## config.mk

```make
export PLATFORM = sky130hd
export DESIGN_NAME = sap_datapath
export DESIGN_NICKNAME = d
export VERILOG_FILES = /design/src/rtl/sap_pkg.sv /design/src/rtl/sap_alu.sv /design/src/rtl/sap_datapath.sv
export SDC_FILE = /design/constraint.sdc
export NUM_CORES = 1
export LEC_CHECK = 0
export ABC_AREA = 0
export CORE_ASPECT_RATIO = 0.9
export CORE_MARGIN = 5
export CORE_UTILIZATION = 55
export CTS_CLUSTER_SIZE = 14
export DETAILED_ROUTE_END_ITERATION = 12
export PLACE_DENSITY = 0.75
export SKIP_LAST_GASP = 1
export SYNTH_ARGS = -nofsm -noshare
export SYNTH_HDL_FRONTEND = slang
export SYNTH_SLANG_ARGS = --single-unit
```

## constraint.sdc

```tcl
create_clock -name clock -period 3.77 [get_ports clock]
set_input_delay 0.5655 -clock clock [delete_from_list [all_inputs] [get_ports clock]]
set_output_delay 0.5655 -clock clock [all_outputs]
set_load 0.02 [all_outputs]
```

## src/rtl/sap_pkg.sv

```systemverilog
// Shared definitions for the SAP-1 datapath: control-word layout, opcodes and
// the canned controller words used for NOP and instruction fetch.
package sap_pkg;

  localparam int unsigned CW_W = 12;

  // Bit positions inside the 12-bit control word.
  localparam int unsigned CP  = 11;
  localparam int unsigned EP  = 10;
  localparam int unsigned NLM = 9;
  localparam int unsigned NCE = 8;
  localparam int unsigned NLI = 7;
  localparam int unsigned NEI = 6;
  localparam int unsigned NLA = 5;
  localparam int unsigned EA  = 4;
  localparam int unsigned SU  = 3;
  localparam int unsigned EU  = 2;
  localparam int unsigned NLB = 1;
  localparam int unsigned NLO = 0;

  typedef enum logic [3:0] {
    LDA = 4'h0,
    ADD = 4'h1,
    SUB = 4'h2,
    OUT = 4'hE,
    HLT = 4'hF
  } opcode_e;

  localparam logic [CW_W-1:0] CW_NOP = 12'b0011_1110_0011;
  localparam logic [CW_W-1:0] CW_T1  = 12'h5E3;
  localparam logic [CW_W-1:0] CW_T2  = 12'hBE3;
  localparam logic [CW_W-1:0] CW_T3  = 12'h263;

  // Control word with every strobe normalised to active-high.
  typedef struct packed {
    logic cp;
    logic ep;
    logic lm;
    logic ce;
    logic li;
    logic ei;
    logic la;
    logic ea;
    logic su;
    logic eu;
    logic lb;
    logic lo;
  } ctrl_t;

  function automatic ctrl_t decode_cw(input logic [CW_W-1:0] cw);
    ctrl_t c;
    c.cp = cw[CP];
    c.ep = cw[EP];
    c.lm = ~cw[NLM];
    c.ce = ~cw[NCE];
    c.li = ~cw[NLI];
    c.ei = ~cw[NEI];
    c.la = ~cw[NLA];
    c.ea = cw[EA];
    c.su = cw[SU];
    c.eu = cw[EU];
    c.lb = ~cw[NLB];
    c.lo = ~cw[NLO];
    return c;
  endfunction

endpackage

```

## src/rtl/sap_alu.sv

```systemverilog
// Combinational add/subtract unit; result wraps modulo 2**DATA_W, no carry kept.
module sap_alu #(
  parameter int unsigned DATA_W = 8
) (
  input  logic [DATA_W-1:0] a_i,
  input  logic [DATA_W-1:0] b_i,
  input  logic              sub_i,
  output logic [DATA_W-1:0] result_o
);

  always_comb begin
    if (sub_i) begin
      result_o = a_i + ~b_i + DATA_W'(1);
    end else begin
      result_o = a_i + b_i;
    end
  end

endmodule

```

## src/rtl/sap_datapath.sv

```systemverilog
// SAP-1 datapath: W-bus, PC, MAR, 16-word RAM, IR, A, B, ALU and output register,
// driven by the controller's control word and loadable through a programming port.
module sap_datapath
  import sap_pkg::*;
#(
  parameter int unsigned DATA_W = 8,
  parameter int unsigned ADDR_W = 4
) (
  input  logic              clock,
  input  logic              reset_n,
  input  logic [CW_W-1:0]   control_word,
  input  logic              prog_en,
  input  logic              prog_we,
  input  logic [ADDR_W-1:0] prog_addr,
  input  logic [DATA_W-1:0] prog_data,
  output logic [3:0]        opcode,
  output logic [DATA_W-1:0] out_value,
  output logic              halted,
  output logic [DATA_W-1:0] bus_value,
  output logic              bus_conflict
);

  ctrl_t ctl;

  logic [ADDR_W-1:0] pc_q, pc_d;
  logic [ADDR_W-1:0] mar_q, mar_d;
  logic [DATA_W-1:0] ir_q, ir_d;
  logic [DATA_W-1:0] a_q, a_d;
  logic [DATA_W-1:0] b_q, b_d;
  logic [DATA_W-1:0] out_q, out_d;

  logic [DATA_W-1:0] ram_q [2**ADDR_W];
  logic [DATA_W-1:0] alu_res;
  logic [DATA_W-1:0] bus;
  logic [2:0]        n_drv;

  // Programming mode substitutes the NOP word, so every register simply holds.
  assign ctl = decode_cw(prog_en ? CW_NOP : control_word);

  sap_alu #(.DATA_W(DATA_W)) u_alu (
    .a_i      (a_q),
    .b_i      (b_q),
    .sub_i    (ctl.su),
    .result_o (alu_res)
  );

  always_comb begin
    bus = '0;
    if (ctl.ep) begin
      bus = {{(DATA_W-ADDR_W){1'b0}}, pc_q};
    end else if (ctl.ce) begin
      bus = ram_q[mar_q];
    end else if (ctl.ei) begin
      bus = {{(DATA_W-4){1'b0}}, ir_q[3:0]};
    end else if (ctl.ea) begin
      bus = a_q;
    end else if (ctl.eu) begin
      bus = alu_res;
    end
  end

  always_comb begin
    n_drv = 3'(ctl.ep) + 3'(ctl.ce) + 3'(ctl.ei) + 3'(ctl.ea) + 3'(ctl.eu);
  end

  always_comb begin
    pc_d  = pc_q;
    mar_d = mar_q;
    ir_d  = ir_q;
    a_d   = a_q;
    b_d   = b_q;
    out_d = out_q;
    if (ctl.cp) pc_d  = pc_q + ADDR_W'(1);
    if (ctl.lm) mar_d = bus[ADDR_W-1:0];
    if (ctl.li) ir_d  = bus;
    if (ctl.la) a_d   = bus;
    if (ctl.lb) b_d   = bus;
    if (ctl.lo) out_d = bus;
  end

  always_ff @(posedge clock or negedge reset_n) begin
    if (!reset_n) begin
      pc_q  <= '0;
      mar_q <= '0;
      ir_q  <= '0;
      a_q   <= '0;
      b_q   <= '0;
      out_q <= '0;
    end else begin
      pc_q  <= pc_d;
      mar_q <= mar_d;
      ir_q  <= ir_d;
      a_q   <= a_d;
      b_q   <= b_d;
      out_q <= out_d;
    end
  end

  // RAM has no reset so a loaded program survives a datapath reset.
  always_ff @(posedge clock) begin
    if (prog_en && prog_we) begin
      ram_q[prog_addr] <= prog_data;
    end
  end

  assign opcode       = ir_q[DATA_W-1 -: 4];
  assign halted       = (ir_q[DATA_W-1 -: 4] == HLT);
  assign out_value    = out_q;
  assign bus_value    = bus;
  assign bus_conflict = (n_drv > 3'd1);

endmodule

```

==> flow_summary.ini <==
[run_status]
status = finished, final reports clean

[global_route]
grt_pass1_vias = 4783
antenna_found_initial = 0
grt_max_degree = 41
gr-total-overflow = 0
grt_pass1_wl_um = 28200
grtUsageTotal = 0.236

[floorplanning]
pin_count = 50
die_w_um = 134
die-area_mm2 = 0.0163
start_util = 0.565
std_cell_rows = 40
fp.dieH_um = 122
coreArea_mm2 = 0.0135

[clock_network]
clock_latency_ps = 420
cts_tree = done
cts_made_buffers = 17
clockRootBuffer = clkbuf_16
htreeDepth = 4
cts.sinks = 168
holdBufCountCts = 0
clk_pin_slew_ps = 60
max-clock-path-buffers = 2

[timing]
drv_slew = 0
max_freq_mhz = 270
relSlewSlack = 0.389
hold_slack_ps = 268
fin_setup_tns_ps = 0
skew_ps = 9.36
hold_viol = 0
setup_viol = 0
fin_crit_sh = 0.981
post-route-min-period_ps = 3700
rsz0062_at_grt = true
worstMarginPinSlew_ps = 916

[drt]
drt_iter0_markers = 536
dr_wl_met2_um = 8810
drc = 0
vias = 4843
met3WireLength_um = 1140
avgViaCountPerCell = 6.13
topRoutingLayerUsed = met4
drt-total-wl_um = 18400
met1_length_um = 8250
postRouteAntennaNets = 0
drt-pass1-iter-count = 5
wire_per_inst_um = 23.3

[setup_path]
crit_fanout = 14
path_class = reg -> out
worstSetupStartpointType = register
required_ps = 3200
cp.arrival_ps = 3130
end_kind = output port

[power_and_ir_drop]
p_int_mw = 3.65
p_per_area_mw_per_mm2 = 570
comb_power_share = 0.265
pwr-share-seq = 0.434
p_sw_frac = 0.299
switching_power_mw = 1.56
p_total_mw = 5.20
vdd_drop_max_mv = 0.605
p_leak_nw = 3.44
clock_power_share = 0.301

[placement]
io_buffers = 49
gp_congestion = 0.963
dp_hpwl_um = 13200
placed_cell_area_mm2 = 0.00855
dp_cells = 756

[finish]
drive_gt1_frac = 0.211
area_delta_synth_final_pct = 20.1
finalNetCount = 656
final_area_mm2 = 0.00913
diodes = 0
instances_no_fill = 790

[yosys]
synth-edff-count = 128
synth_area_mm2 = 0.00761
ys_seq_area_frac = 0.637
syn-num-nets = 565
avgSynthCellArea_um2 = 14.7
ys_warn_count = 0
synthFlopType = edfxtp_1
synthCells = 518
ys_seq_elements = 168
async_flop_share = 0.238
synth_cell_types = 52

[min_path]
hp-class = in -> async

[flow_run]
cap_violations = 0
final timing paths:
check	startpoint	end	slack, ps	cells past startpoint
hold / removal	reset_n	b_q[6]	270	1
max in group asynchronous	reset_n	mar_q[0]	2820	1
setup / recovery	mar_q[0]	bus_value[1]	70	9
setup reg to reg	mar_q[0]	mar_q[1]	1040	8
hold reg to reg	out_value[1]	out_value[1]	490	2
min in group clock	out_value[1]	out_value[1]	490	2
layout by cell type (no fill, tap or decap), types with 3 or more instances in the layout:
cell type / netlist / final
edfxtp_1: 128 / 128
buf_4: 4 / 47
nor2_1: 44 / 44
nand2_1: 44 / 44
clkdlybuf4s50_1: 0 / 42
dfrtp_1: 40 / 38
mux4_2: 34 / 34
o21ai_0: 28 / 28
inv_1: 21 / 21
clkbuf_16: 0 / 17
a21oi_1: 17 / 16
ha_1: 16 / 15
nor3_1: 12 / 12
nand2b_1: 9 / 9
a31oi_1: 9 / 9
nor2b_1: 8 / 8
o31ai_1: 10 / 8
mux2i_1: 8 / 8
o21a_1: 5 / 5
mux4_1: 5 / 5
or2_2: 5 / 5
a22o_1: 5 / 5
inv_6: 0 / 5
nand3_1: 4 / 4
xnor2_1: 4 / 4
fa_1: 3 / 3
clkinv_2: 0 / 3
clkinv_1: 0 / 3
dlymetal6s2s_1: 0 / 3
buf_12: 0 / 3
power by group through the flow:
stage	Combinational [mW]	Clock (mW)	Sequential (mW)
floorplan	0.863	0	2.26
global placement	1.31	0	2.30
detailed placement	1.32	0	2.31
CTS	1.37	1.58	2.26
global route	1.48	1.68	2.27
finish	1.38	1.57	2.26
metrics by stage:
stage / util / setup slack (ps)
after CTS: 0.677 / 65.9
after global routing: 0.678 / -76.7
after global placement: 0.635 / 255
final: 0.678 / 72.9
after detailed placement: 0.635 / 260
after floorplan: - / 919
sequential cells by signal (all words and copies together) (netlist names):
signal,cells
mar_q,4
pc_q,4
ir_q,8
ram_q,128
b_q,8
a_q,8
out_value,8
critical path: stages (launching register included):
cell,delay [ps]
dfrtp_4,430
buf_12,140
buf_12,170
mux4_2,530
mux4_2,540
nand2_1,120
o31ai_2,80
nor2_1,90
nor2_1,60
clkdlybuf4s50_1,530
cells in the mapped netlist, types with 2 or more instances:
cell	n	area share
edfxtp_1	128	0.51
nand2_1	44	0.022
nor2_1	44	0.022
dfrtp_1	40	0.13
mux4_2	34	0.10
o21ai_0	28	0.018
inv_1	21	0.010
a21oi_1	17	0.011
ha_1	16	0.026
clkbuf_1	12	0.0059
nor3_1	12	0.0079
o31ai_1	10	0.0099
a31oi_1	9	0.0074
nand2b_1	9	0.0074
mux2i_1	8	0.011
nor2b_1	8	0.0066
a22o_1	5	0.0058
buf_2	5	0.0033
mux4_1	5	0.017
o21a_1	5	0.0049
or2_2	5	0.0041
buf_1	4	0.0020
buf_4	4	0.0039
nand3_1	4	0.0026
xnor2_1	4	0.0046
fa_1	3	0.0079
a41o_1	2	0.0026
and4_1	2	0.0023
mux2_4	2	0.0039
nand4_1	2	0.0016
nor3b_1	2	0.0020
o21bai_1	2	0.0020
o22ai_1	2	0.0016
xor2_1	2	0.0023
logic make-up (layout without fill, tap and decap cells):
family / Yosys count / in the layout / share of synthesized area
AOI/OAI and AO/OA: 89 / 89 / 0.0740
and+or+nand+nor: 136 / 136 / 0.0814
adders and majority gates: 19 / 19 / 0.0342
xor gates and xnor gates: 7 / 7 / 0.0100
buffers and inverters: 49 / 153 / 0.0294
muxes: 50 / 50 / 0.134
DFF: 168 / 168 / 0.637
what timing repair did:
item,4_1_cts,5_1_grt
buffers inserted,2,0
endpoints found under the setup margin,8,6
pin swaps,0,0
gates resized for setup,8,6
cloned,0,0
layout make-up:
cell class              instances  area [um2]
clock buffers                  18         429
clock inverters                14        96.3
fillers                       914        4330
inverters                      22        82.6
multi-input cells             301        2560
flip-flops and latches        168        4850
well taps                     168         210
repair buffers                 99         903
per-layer routing:
layer	up-vias	GRT usage
met4	0	0.0501
met2	202	0.377
met1	2476	0.339
met5	-	0
li1	2146	-
met3	19	0.0537
Power figures use the tool's default switching activity.
